## src/rtl/req_priority_encoder_if.sv

```systemverilog
// Request/grant bundle for req_priority_encoder: event inputs, mask, and the
// valid/ready code port with its pending/overflow status.
interface req_priority_encoder_if #(
  parameter int N = 8
) ();
  localparam int W = $clog2(N);

  logic [N-1:0] req;
  logic [N-1:0] mask;
  logic         code_valid;
  logic [W-1:0] code;
  logic         code_ready;
  logic [N-1:0] pending;
  logic         overflow;

  modport master (
    output req, mask, code_ready,
    input  code_valid, code, pending, overflow
  );

  modport slave (
    input  req, mask, code_ready,
    output code_valid, code, pending, overflow
  );
endinterface

```

## src/rtl/req_priority_encoder.sv

```systemverilog
// Sticky-pending N-to-log2(N) priority encoder with a valid/ready code port.
// Define REQ_PRIORITY_ENC_RR_EN for rotating (last-grant) priority; default is fixed, highest index wins.
//
// state      | meaning
// ST_IDLE    | no code presented, waiting for an eligible pending line
// ST_PRESENT | code holds a granted index, waiting for code_ready
module req_priority_encoder #(
  parameter  int N = 8,
  localparam int W = $clog2(N)
) (
  input logic                   clk,
  input logic                   rst_n,
  req_priority_encoder_if.slave bus
);

  typedef enum logic {ST_IDLE, ST_PRESENT} state_t;

  state_t       state_q, state_d;
  logic [N-1:0] pending_q, pending_d;
  logic [W-1:0] code_q, code_d;
  logic         overflow_q, overflow_d;
  logic [N-1:0] elig;
  logic [N-1:0] clr;
  logic [W-1:0] sel;
  logic         any_elig;
  logic         load;

  assign elig     = pending_q & ~bus.mask;
  assign any_elig = |elig;

`ifdef REQ_PRIORITY_ENC_RR_EN
  logic [W-1:0] last_q, last_d;

  // Walk from farthest to nearest so the line right after last_q wins.
  always_comb begin
    sel = '0;
    for (int k = N; k >= 1; k--) begin
      if (elig[last_q + W'(k)]) sel = last_q + W'(k);
    end
  end

  always_comb begin
    last_d = last_q;
    if (load) last_d = sel;
  end

  always_ff @(posedge clk or negedge rst_n) begin
    if (!rst_n) last_q <= W'(N - 1);
    else        last_q <= last_d;
  end
`else
  always_comb begin
    sel = '0;
    for (int i = 0; i < N; i++) begin
      if (elig[i]) sel = W'(i);
    end
  end
`endif

  always_comb begin
    state_d = state_q;
    load    = 1'b0;
    case (state_q)
      ST_IDLE: begin
        if (any_elig) begin
          load    = 1'b1;
          state_d = ST_PRESENT;
        end
      end
      ST_PRESENT: begin
        if (bus.code_ready) begin
          if (any_elig) load = 1'b1;
          else          state_d = ST_IDLE;
        end
      end
      default: state_d = ST_IDLE;
    endcase
  end

  always_comb begin
    code_d = code_q;
    clr    = '0;
    if (load) begin
      code_d   = sel;
      clr[sel] = 1'b1;
    end
    // A new event on the line being cleared re-pends rather than coalescing.
    pending_d  = (pending_q & ~clr) | bus.req;
    overflow_d = |(bus.req & pending_q & ~clr);
  end

  always_ff @(posedge clk or negedge rst_n) begin
    if (!rst_n) begin
      state_q    <= ST_IDLE;
      pending_q  <= '0;
      code_q     <= '0;
      overflow_q <= 1'b0;
    end else begin
      state_q    <= state_d;
      pending_q  <= pending_d;
      code_q     <= code_d;
      overflow_q <= overflow_d;
    end
  end

  assign bus.code_valid = (state_q == ST_PRESENT);
  assign bus.code       = code_q;
  assign bus.pending    = pending_q;
  assign bus.overflow   = overflow_q;

endmodule

```

## src/flat_wrapper.sv

```systemverilog
// flat-port wrapper written by rule: the top's interface ports become plain ports
module req_priority_encoder_flat 
#(
  parameter  int N = 8,
  localparam int W = $clog2(N)
)
  (clk, rst_n, bus_req, bus_mask, bus_code_ready, bus_code_valid, bus_code, bus_pending, bus_overflow);
  req_priority_encoder_if #(.N(N)) bus_i ();
  input logic clk;
  input logic rst_n;
  input wire logic [$bits(bus_i.req)-1:0] bus_req;
  input wire logic [$bits(bus_i.mask)-1:0] bus_mask;
  input wire logic [$bits(bus_i.code_ready)-1:0] bus_code_ready;
  output wire logic [$bits(bus_i.code_valid)-1:0] bus_code_valid;
  output wire logic [$bits(bus_i.code)-1:0] bus_code;
  output wire logic [$bits(bus_i.pending)-1:0] bus_pending;
  output wire logic [$bits(bus_i.overflow)-1:0] bus_overflow;
  assign bus_i.req = bus_req;
  assign bus_i.mask = bus_mask;
  assign bus_i.code_ready = bus_code_ready;
  assign bus_code_valid = bus_i.code_valid;
  assign bus_code = bus_i.code;
  assign bus_pending = bus_i.pending;
  assign bus_overflow = bus_i.overflow;
  req_priority_encoder #(.N(N)) u_core (.clk(clk), .rst_n(rst_n), .bus(bus_i));
endmodule
```

## config.mk

```make
export PLATFORM = sky130hd
export DESIGN_NAME = req_priority_encoder_flat
export DESIGN_NICKNAME = d
export VERILOG_FILES = /design/src/rtl/req_priority_encoder_if.sv /design/src/rtl/req_priority_encoder.sv /design/src/flat_wrapper.sv
export SDC_FILE = /design/constraint.sdc
export NUM_CORES = 1
export LEC_CHECK = 0
export ABC_AREA = 0
export CORE_UTILIZATION = 43
export CTS_CLUSTER_SIZE = 10
export DETAILED_ROUTE_END_ITERATION = 8
export HOLD_SLACK_MARGIN = 0.15
export PLACE_DENSITY = 0.88
export SLEW_MARGIN = 40
export SYNTH_ARGS = -nofsm -noshare
export SYNTH_HDL_FRONTEND = slang
export SYNTH_SLANG_ARGS = --single-unit
```

## constraint.sdc

```tcl
create_clock -name clk -period 1.7 [get_ports clk]
set_input_delay 0.17 -clock clk [delete_from_list [all_inputs] [get_ports clk]]
set_output_delay 0.17 -clock clk [all_outputs]
set_load 0.02 [all_outputs]
```

==> out/summary.md <==
The flow ran to the end, and the final reports show no timing, DRC or antenna violations. The maximum fanout count along the critical path was 5; the count of final max-slew check failures was 0. For the setup fix buffers added after clock tree synthesis, the log shows 0. The count of maximum capacitance violations was 0; the data required time of the critical path was 1.88 ns. The adder and majority gate portion of the synthesized area was 0%; the number of antenna violations at the first check in global routing was 0. The tools report the count of boundary I/O pins as 32. The logs give 877 sq um for the post-synthesis instance area and 0 for the number of failing hold endpoints at the final stage. The HPWL after detailed placement is 1.91 mm. The worst register-to-register path has a setup slack of 0.12 ns.

The sequential cell area fraction in the yosys report was 37.1%; the total number of clock tree sinks was 13. Sorting the synthesized cells by area gives the leading types as sky130_fd_sc_hd__dfrtp_1, sky130_fd_sc_hd__nand2b_1, sky130_fd_sc_hd__o21ai_0, sky130_fd_sc_hd__a2111oi_4, sky130_fd_sc_hd__nand2_1. The total power consumption of the routed design was 0.808 mW; the clock input transition at the sequential cells of the worst setup and hold paths was 0.08 ns.

The post-synth net total was 112; the global-route wire length before repair was 3.75 mm. At the worst endpoint, the arrival time is 1.76 ns. The startpoint identified for the worst register-to-register timing path is u_core.bus.pending[6].

For the leakage power, the log shows 0.467 nW. For this design the total switching power over the nets is 0.260 mW. The path category of the worst min-delay check was primary input to asynchronous set/reset pin. The remaining number of nets flagged by the antenna check after routing was 0. The tools report the count of hold buffers inserted by post-cts repair as 0. TritonCTS built the clock tree. Yosys printed 0 warnings. Summing the areas of all compound-gate instances in the mapped netlist gives 32.0% of the synthesized area.

Walking the worst path, the cells encountered are and2b_4 > o21ai_1 > a21oi_2 > buf_4 > o21ai_0 > nand2b_1. The share of synthesized area spent on multiplexers is 1.28%. The cell sitting at the root of the clock tree is a sky130_fd_sc_hd__clkbuf_4. The buffering stage count on the worst path with inverters included is 1, and the leftover overflow at the end of global routing is 0. Setup repair after global routing left no endpoint under its margin. For this run, the share of the core covered by cells in the final layout is 70.4%. The largest net degree at the start of global routing is 14.

STA classifies the critical path endpoint as a flop. The die area was 2220 sq um; the worst setup skew after layout was 0.00206 ns. The synthesized netlist devotes 28.8% of its cell area to simple gates. Internal power comes to 0.547 mW. The logs give 60.4% for the worst slew slack as a fraction of its limit and 25.4% for the all-layer global routing usage. The total number of H-tree levels came out at 1. Of the total power, the share spent switching nets is 32.2%. The last weighted congestion value of the routability-driven placer came out at 0.929. STA classifies the critical path startpoint as a flop.

The number of optimization iterations in the first detailed-route pass is 4, and the placeable core region is 1820 sq um. VDD sags by at most 406 uV. The die is 47.2 um tall. The number of buffers added on ports came out at 31. The count of cell types in the netlist was 37. The routed design could run at a clock period as short as 1.58 ns. The post-synthesis to final-layout area growth was 46.2%.

The global routing stage identified its most utilized layer as met2. DRC violation count after routing: 0. At the pin with the least slew margin, the transition time is 0.591 ns. The number of clock buffers added by TritonCTS is 3.

After the last flow step, the layout net total stands at 153. The critical path is of the flop to flop type. For this design the ratio of total power to cell area is 630 nW/um^2. Synthesis produced a netlist whose cell count is 93. The largest family of logic cells by synthesized area was compound AO/OA/AOI/OAI gates.

The die outline width works out to 47.2 um. The cell depth of the worst flop-to-flop path came out at 6. After floorplanning, the core was divided into 15 placement rows. The average vias per placed instance is 5.69, and the final routed wirelength across all metal layers is 2.35 mm. The number of register bits inferred by synthesis is 13. The cell family contributing the most delay on the critical path is compound AO/OA/AOI/OAI gates.

The clock network burns 25.3% of the power. The tools report the clock latency reported for the late side of the worst-skew pair as 0.29 ns. In this run the critical register-to-register path is captured at u_core.bus.pending[3]. The final route contains 899 vias. The number of failing setup endpoints in the final timing report came out at 0. The first routing iteration left 26 violations. Of the available clock period, the critical path in the final layout requires 92.9%. For met3 alone, demand over resource in global routing was 6.15%.

In this design, the stage delay of the slowest critical-path cell is 0.43 ns. Among all stages on the critical path, the largest delay is contributed by sky130_fd_sc_hd__dfrtp_1. In this run the mean area of a mapped cell was 9.43 sq um. The run gives 0 as the number of cells upsized or downsized after cts.

The cell taking the most area after synthesis was sky130_fd_sc_hd__dfrtp_1. In the global route stage, met1 resource usage came out at 30.3%. Once the floorplan was initialized, standard cells occupied 48.2% of the core. Via count of the first global-routing pass: 846. The layout cell share with drive strength beyond 1 came out at 15.8%. In this run, flip-flops and latches consume 41.8% of the power. The run gives 43.3% as the routing usage on met2.

For the worst-case clock buffer depth, the log shows 2. Derived from the worst setup path, the maximum achievable clock frequency is 0.633 GHz. Counting the fill cells in the layout gives 151. The area share of the largest cell type after synthesis came out at 37.1%. Area share of xor/xnor cells in the synthesized design: 0%. The part of the power in combinational logic was 32.9%; the antenna cell count was 0. Average detailed-routed wire length per instance: 14.9 um.
[metrics by stage]
stage | hold WS [ns] | setup WS (ns) | setup TNS [ns] | cell area [sq um] | std cells
6_report | 0.249 | 0.120 | 0 | 1280 | 158
5_1_grt | 0.306 | 0.0340 | 0 | 1280 | 158
4_1_cts | 0.279 | 0.126 | 0 | 1280 | 158
3_5_place_dp | 0.474 | -0.118 | -0.543 | 1260 | 154
3_3_place_gp | 0.461 | -0.0593 | -0.239 | 1260 | 154
2_1_floorplan | -0.126 | 0.161 | 0 | 877 | 93
[cell families (layout without fill, tap and decap cells)]
group | after synthesis | count (layout)
and+or+nand+nor | 43 | 43
AOI/OAI and AO/OA | 34 | 34
buffers and inverters | 2 | 42
DFF | 13 | 13
muxes | 1 | 1
[cell usage after synthesis, drive strengths merged]
| library cell | instances |
|---|---|
| a211oi | 2 |
| a31oi | 2 |
| a222oi | 1 |
| o21ai | 13 |
| o21a | 1 |
| dfrtp | 13 |
| a41oi | 1 |
| nor3 | 2 |
| nor2 | 5 |
| a22o | 1 |
| nand3 | 3 |
| nand2b | 14 |
| or3 | 1 |
| mux2 | 1 |
| a21o | 2 |
| a221o | 1 |
| nand2 | 7 |
| and2b | 2 |
| nand4 | 2 |
| inv | 2 |
| a221oi | 1 |
| o22ai | 1 |
| nor2b | 4 |
| and2 | 3 |
| a22oi | 1 |
| o31ai | 2 |
| a21oi | 3 |
| a2111oi | 2 |
[power groups by stage]
stage	clock (mW)	sequential (mW)	combinational [mW]
4_1_cts	0.209	0.338	0.266
2_1_floorplan	0	0.363	0.121
5_1_grt	0.223	0.340	0.288
6_report	0.205	0.337	0.266
3_3_place_gp	0	0.343	0.260
3_5_place_dp	0	0.344	0.265
[worst reg2reg max path, cell delays in order (launching register included)]
cell and delay [ns]:
sky130_fd_sc_hd__dfrtp_1 0.43, sky130_fd_sc_hd__and2b_4 0.21, sky130_fd_sc_hd__o21ai_1 0.31, sky130_fd_sc_hd__a21oi_2 0.09, sky130_fd_sc_hd__buf_4 0.16, sky130_fd_sc_hd__o21ai_0 0.19, sky130_fd_sc_hd__nand2b_1 0.08
[state kept, by name, indices dropped and copies added (netlist names)]
| name | count |
|---|---|
| u_core.bus.overflow | 1 |
| u_core.bus.code | 3 |
| u_core.bus.code_valid | 1 |
| u_core.bus.pending | 8 |
[cells in the final DEF (no fill, tap or decap), types with 3 or more instances in the layout]
cell type and n:
sky130_fd_sc_hd__clkbuf_4 3, sky130_fd_sc_hd__clkdlybuf4s50_1 31, sky130_fd_sc_hd__nand2b_1 13, sky130_fd_sc_hd__buf_4 5, sky130_fd_sc_hd__nor2b_1 4, sky130_fd_sc_hd__nand2_1 7, sky130_fd_sc_hd__dfrtp_1 13, sky130_fd_sc_hd__nand3_1 3
sky130_fd_sc_hd__o21ai_0 9, sky130_fd_sc_hd__nor2_1 5
[layout make-up]
class	instances	area, sq um	share of cell area (%)
Clock buffer	4	26.3	2.05
Inverter	2	7.51	0.585
Multi-Input combinational cell	78	544	42.4
Sequential cell	13	325	25.4
Tap cell	25	31.3	2.44
Timing Repair Buffer	36	348	27.1
[worst max path at each step]
stage	start	cells after the start	end	slack, ns
after global routing	u_core.bus.pending[6]	5	u_core.bus.overflow	0.03
after detailed placement	bus_mask[6]	7	u_core.bus.pending[3]	-0.12
final	u_core.bus.pending[6]	6	u_core.bus.pending[3]	0.12
after CTS	u_core.bus.pending[6]	6	u_core.bus.pending[3]	0.13
after global placement	bus_mask[5]	5	u_core.bus.code[1]	-0.06
after floorplan	u_core.bus.pending[2]	4	u_core.bus.code[1]	0.16
[per-layer routing]
metal  wire length (um)  up-vias
met5                  0        -
met4                 64        0
met3                131        7
met2               1180       33
met1                967      423
li1                   -      436
No activity file was read; power rests on OpenSTA's default activity.
==> RTL edit 1: new RTL, config.mk and constraints unchanged <==
Add a define of `REQ_PRIORITY_ENC_RR_EN`.
--- a/src/rtl/req_priority_encoder.sv
+++ b/src/rtl/req_priority_encoder.sv
@@ -5,4 +5,6 @@
 // ST_IDLE    | no code presented, waiting for an eligible pending line
 // ST_PRESENT | code holds a granted index, waiting for code_ready
+`define REQ_PRIORITY_ENC_RR_EN
+
 module req_priority_encoder #(
   parameter  int N = 8,
Check against the original RTL: not equivalent (Yosys sat finds a counterexample within 4 cycles, from zero or initial values and one cycle with rst_n low).
==> RTL edit 1 against the unedited design <==
- the flow now finishes with violations (negative setup slack)
- utilization increased by 6.1 points
- synthesized area rose by 120%
- sequential share of layout area is 13 points lower
- sequential cell count up 3
- cell area grew to 2.6 times the old value
- routed wire length grew to 3.8 times the old value
- largest cell class unchanged
- die area grew 110%
- maximum frequency decreased by 56%
- worst setup slack got worse by 2.0 ns
Power is left out: the tool's default activity adds up to more than one toggle a clock period on the data nets, which glitch-free logic cannot reach.
==> RTL edit 1: results (changes against the unedited design) <==
Post-Route WL 8920 um (was 2350 um); Worst Skew 0.0124 ns (was 0.00206 ns); DRC Markers 0 (unchanged); Ys Warns 0 (unchanged); HPWL Detailed 5540 um (was 1910 um); first-pass GRT wire length 12700 um (was 3750 um); Crit Reg-Reg Startpoint u_core.last_q[0]$_DFFE_PN1P_ (was u_core.bus.pending[6]$_DFF_PN0_); vias per inst 6.55 (was 5.69); reg2reg end u_core.bus.overflow$_DFF_PN0_ (was u_core.bus.pending[3]$_DFF_PN0_); # port buffers 31 (unchanged); Synth Flop Type dfrtp_1 (unchanged); number of DRC markers in iteration 0 280 (was 26); antenna cell count 0 (unchanged); CP Max Fanout 5 (unchanged); Reg2Reg Depth 11 (was 6); share of synthesized flip-flops with an asynchronous set or reset 100% (unchanged); cts bufs inserted 3 (unchanged); setup ws final -1.93 ns (was 0.120 ns); arrival time at the worst endpoint 3.77 ns (was 1.76 ns); clock root buffer clkbuf_8 (was clkbuf_4); layout cells sized above 1 48.9% (was 15.8%); Clock Latency Late Sink 0.27 ns (was 0.29 ns); CTS clk-pin slew, worst paths 0.08 ns (about the same); initial antenna violation count 0 (unchanged); Cells after Synth 204 (was 93); top cells by count, synth 16 x nand2_1, 15 x mux4_2, 13 x dfrtp_1, 12 x nand2b_1, 11 x mux2i_1 (was 13 x dfrtp_1, 13 x nand2b_1, 9 x o21ai_0, 7 x nand2_1, 5 x nor2_1); Cells after DPL 363 (was 154); sequential area share after synthesis 20.9% (was 37.1%); syn nets 225 (was 112); largest net degree at the start of global routing 17 (was 14); max reg flops 8 (unchanged); Least-Margin Pin Slew 0.472 ns (was 0.591 ns); routed vias 2496 (was 899); nets@finish 351 (was 153); status finished, violations left (was finished, final reports clean); Placer Congestion 0.960 (was 0.929); failing checks negative setup slack; Setup violations, final 15 (was 0); CTS Buffer Depth 2 (unchanged); TritonRoute pass-1 iters 5 (was 4); Distinct cells, synth 60 (was 37); Setup TNS Final -21.77 ns (was 0 ns); Min-Delay Path Class in -> async (unchanged); Global Route Usage Sum 34.4% (was 25.4%); H-tree levels 1 (unchanged); Area contributors post-synth mux4_2 17%, dfrtp_1 17%, mux2i_1 5.7% (was dfrtp_1 37%, nand2b_1 9.3%, o21ai_0 5.1%)
## RTL edit 1: changes by cell type after synthesis, sizes merged, moves of 6 or more
cell   change
o31ai      +7
nand2      +9
mux2i     +12
mux4      +15
a21oi      +6
buf        +6
inv        +8
## RTL edit 1: how the worst max path moves through the flow
stage / from / end / slack [ns] / cells past startpoint
after global routing: u_core.last_q[0]$_DFFE_PN1P_ / u_core.bus.overflow$_DFF_PN0_ / -2.01 / 11
after detailed placement: bus_mask[4] / u_core.bus.overflow$_DFF_PN0_ / -1.77 / 10
after floorplan: u_core.last_q[0]$_DFFE_PN1P_ / u_core.bus.overflow$_DFF_PN0_ / -1.87 / 13
after CTS: u_core.last_q[0]$_DFFE_PN1P_ / u_core.bus.overflow$_DFF_PN0_ / -1.67 / 12
after global placement: bus_mask[6] / u_core.bus.overflow$_DFF_PN0_ / -1.71 / 10
final: u_core.last_q[0]$_DFFE_PN1P_ / u_core.bus.overflow$_DFF_PN0_ / -1.93 / 11
## RTL edit 1: cell families after synthesis
group | Yosys count | synth area share [%]
AND/OR/NAND/NOR | 75 | 22.9
flip-flops | 16 | 20.9
adder cells (fa/ha/maj) | 2 | 1.30
XOR/XNOR | 2 | 1.30
AO/OA/AOI/OAI | 64 | 24.1
buffers and inverters | 18 | 5.12
multiplexers | 27 | 24.4
## RTL edit 1: area by class of cell
type	count	area, um^2
Sequential cell	16	405
Tap cell	52	65.1
Fill cell	254	1010
Clock buffer	4	55.1
Multi-Input combinational cell	170	1640
Timing Repair Buffer	129	1100
Inverter	10	42.5
## RTL edit 1: routing by layer
layer  part of all wire, %  vias up  wire [um]  GRT usage, %
li1                      -     1055          -             -
met1                    36     1183       3210          39.8
met2                    50      194       4440          60.8
met5                     0        -          0             0
met3                   7.2       64        642          3.07
met4                   7.1        0        631          21.5
## RTL edit 1: what timing repair did
item | in CTS | in global routing
setup buffers | 12 | 2
endpoints found under the setup margin | 15 | 16
gates cloned | 0 | 0
pin swaps | 9 | 3
gates resized for setup | 35 | 16
## RTL edit 1: stage by stage
stage	hold WS, ns	util (%)	area, um^2	setup WS [ns]
after floorplan	-0.126	-	2010	-1.87
final	0.209	76.6	3310	-1.93
after detailed placement	0.481	67.9	2930	-1.77
after CTS	0.230	74.5	3220	-1.67
after global placement	0.467	67.9	2930	-1.71
after global routing	0.239	76.6	3310	-2.01
## RTL edit 1: worst max-delay path, cell delays in order, from the launching register on
cell,delay (ns)
dfstp_2,0.58
inv_4,0.05
ha_4,0.28
inv_4,0.09
mux4_2,0.53
a2111o_1,0.40
o211ai_1,0.41
buf_4,0.19
a211oi_1,0.08
a211oi_1,0.38
a21oi_1,0.11
or3_1,0.40
==> RTL edit 2: new RTL, config.mk and constraints unchanged <==
Without the edit above. `pending_q` no longer has a reset.
--- a/src/rtl/req_priority_encoder.sv
+++ b/src/rtl/req_priority_encoder.sv
@@ -93,13 +93,15 @@
     if (!rst_n) begin
       state_q    <= ST_IDLE;
-      pending_q  <= '0;
       code_q     <= '0;
       overflow_q <= 1'b0;
     end else begin
       state_q    <= state_d;
-      pending_q  <= pending_d;
       code_q     <= code_d;
       overflow_q <= overflow_d;
     end
+  end
+
+  always_ff @(posedge clk) begin
+    pending_q <= pending_d;
   end
 
Check against the original RTL: not equivalent (Yosys sat finds a counterexample within 4 cycles, from zero or initial values and one cycle with rst_n low).
==> RTL edit 2 against the unedited design <==
- synthesized area shrank 4.6%
- sequential share of layout area shrank 2.9 points
- worst setup slack lost 0.0024 ns
- routed wire length grew 4.6%
- cell area shrank 1.2%
- sequential cell count is the same
- die area shrank 4.4%
- power grew 0.44%
- critical path type unchanged
- largest power group unchanged
==> RTL edit 2: results (changes against the unedited design) <==
vias in the first global route 816 (was 846); Clock Latency Late Sink approximately 0.28 ns; initial antenna violation count 0 (unchanged); number of DRC markers in iteration 0 33 (was 26); first-pass GRT wire length 3550 um (was 3750 um); Slew headroom 70.2% (was 60.4%); syn nets 112 (unchanged); CP Max Fanout 6 (was 5); status finished, final reports clean (unchanged); share of synthesized flip-flops with an asynchronous set or reset 38.5% (was 100%); TritonRoute pass-1 iters 4 (unchanged); slowest cell delay on critical path 0.45 ns (was 0.43 ns); largest net degree at the start of global routing 8 (was 14); Reg2Reg Depth 5 (was 6); Min-Delay Path Class in -> reg (was in -> async); arrival time at the worst endpoint 1.74 ns (was 1.76 ns); nets@finish 156 (was 153); HPWL Detailed 1890 um (was 1910 um); H-tree levels 1 (unchanged); # hold bufs at CTS 1 (was 0); antenna cell count 0 (unchanged); # resized after CTS 0 (unchanged); Top Family by Delay on Critical Path compound AO/OA/AOI/OAI gates (unchanged); Ys Warns 0 (unchanged); VDD IR max 0.000333 V (was 0.000406 V); cts bufs inserted 3 (unchanged); layout cells sized above 1 16.9% (was 15.8%); Distinct cells, synth 38 (was 37); Placer Congestion 0.852 (was 0.929); Area contributors post-synth dfxtp_1 19%, dfrtp_1 15%, nand2b_1 9.7% (was dfrtp_1 37%, nand2b_1 9.3%, o21ai_0 5.1%); Setup WS pre-CTS -0.0993 ns (was -0.118 ns); top cells by count, synth 13 x nand2b_1, 9 x o21ai_0, 8 x dfxtp_1, 7 x nand2_1 (was 13 x dfrtp_1, 13 x nand2b_1, 9 x o21ai_0, 7 x nand2_1, 5 x nor2_1); hold depth 2; Global Route Usage Sum 24.4% (was 25.4%); max reg flops 8 (unchanged); clock root buffer clkbuf_4 (unchanged); CTS clk-pin slew, worst paths around 0.09 ns; Post-Route WL 2460 um (was 2350 um); Worst Skew 0.00165 ns (was 0.00206 ns); placed cell areas 0.00123 mm^2 (was 0.00126 mm^2); P_leak 0.472 nW (was 0.467 nW); Setup Buffers After CTS 0 (unchanged); sequential area share after synthesis 34.1% (was 37.1%); # port buffers 31 (unchanged); fill cell count 155 (was 151); routed vias 889 (was 899); slowest cell on the critical path dfxtp_1 (was dfrtp_1); CTS Buffer Depth 2 (unchanged); Synth Flop Type dfxtp_1 (was dfrtp_1)
==> RTL edit 2: kinds of logic (layout without fill, tap and decap cells) <==
| logic type | count (synthesis) | in the layout | synth area share [%] |
|---|---|---|---|
| buffers and inverters | 2 | 45 | 0.897 |
| AO/OA/AOI/OAI | 34 | 34 | 33.5 |
| AND/OR/NAND/NOR | 43 | 43 | 30.2 |
| multiplexers | 1 | 1 | 1.35 |
| flip-flops | 13 | 13 | 34.1 |
==> RTL edit 2: worst paths after layout <==
kind / from / to / slack (ns)
min in group asynchronous: rst_n / u_core.bus.code[0]$_DFFE_PN0N_ / 0.64
worst min-delay path: bus_req[0] / u_core.bus.pending[0]$_DFF_P_ / 0.47
worst max register to register: u_core.bus.pending[3]$_DFF_P_ / u_core.bus.overflow$_DFF_PN0_ / 0.12
worst max-delay path: u_core.bus.pending[3]$_DFF_P_ / u_core.bus.overflow$_DFF_PN0_ / 0.12
worst min register to register: u_core.bus.code[0]$_DFFE_PN0N_ / u_core.bus.code[0]$_DFFE_PN0N_ / 0.49
max in group asynchronous: rst_n / u_core.bus.code[1]$_DFFE_PN0N_ / 0.88
==> RTL edit 2: cell type report <==
| type | count | area (um^2) | share of cell area [%] |
|---|---|---|---|
| tap | 25 | 31.3 | 2.47 |
| sequential | 13 | 285 | 22.5 |
| timing repair buffer | 39 | 373 | 29.4 |
| inverter | 2 | 7.51 | 0.592 |
| clock buffer | 4 | 26.3 | 2.07 |
| multi-input combinational | 78 | 544 | 42.9 |
==> RTL edit 2: power by group <==
group | switching, mW | total (mW) | internal (mW)
clock network | 0.113 | 0.204 | 0.0912
logic | 0.135 | 0.271 | 0.136
registers | 0.0133 | 0.336 | 0.323
total | 0.262 | 0.811 | 0.549
==> RTL edit 2: through the flow <==
stage	total power, mW	std cells
2_1_floorplan	0.482	93
3_3_place_gp	0.600	156
3_5_place_dp	0.606	156
4_1_cts	0.802	161
5_1_grt	0.838	161
6_report	0.811	161
==> RTL edit 2: routing by layer <==
metal | GRT usage (%) | share of wire, % | up-vias
li1 | - | - | 433
met1 | 27.3 | 42 | 403
met2 | 43.1 | 49 | 42
met3 | 4.31 | 5.9 | 11
met4 | 12.9 | 3.5 | 0
met5 | 0 | 0 | -
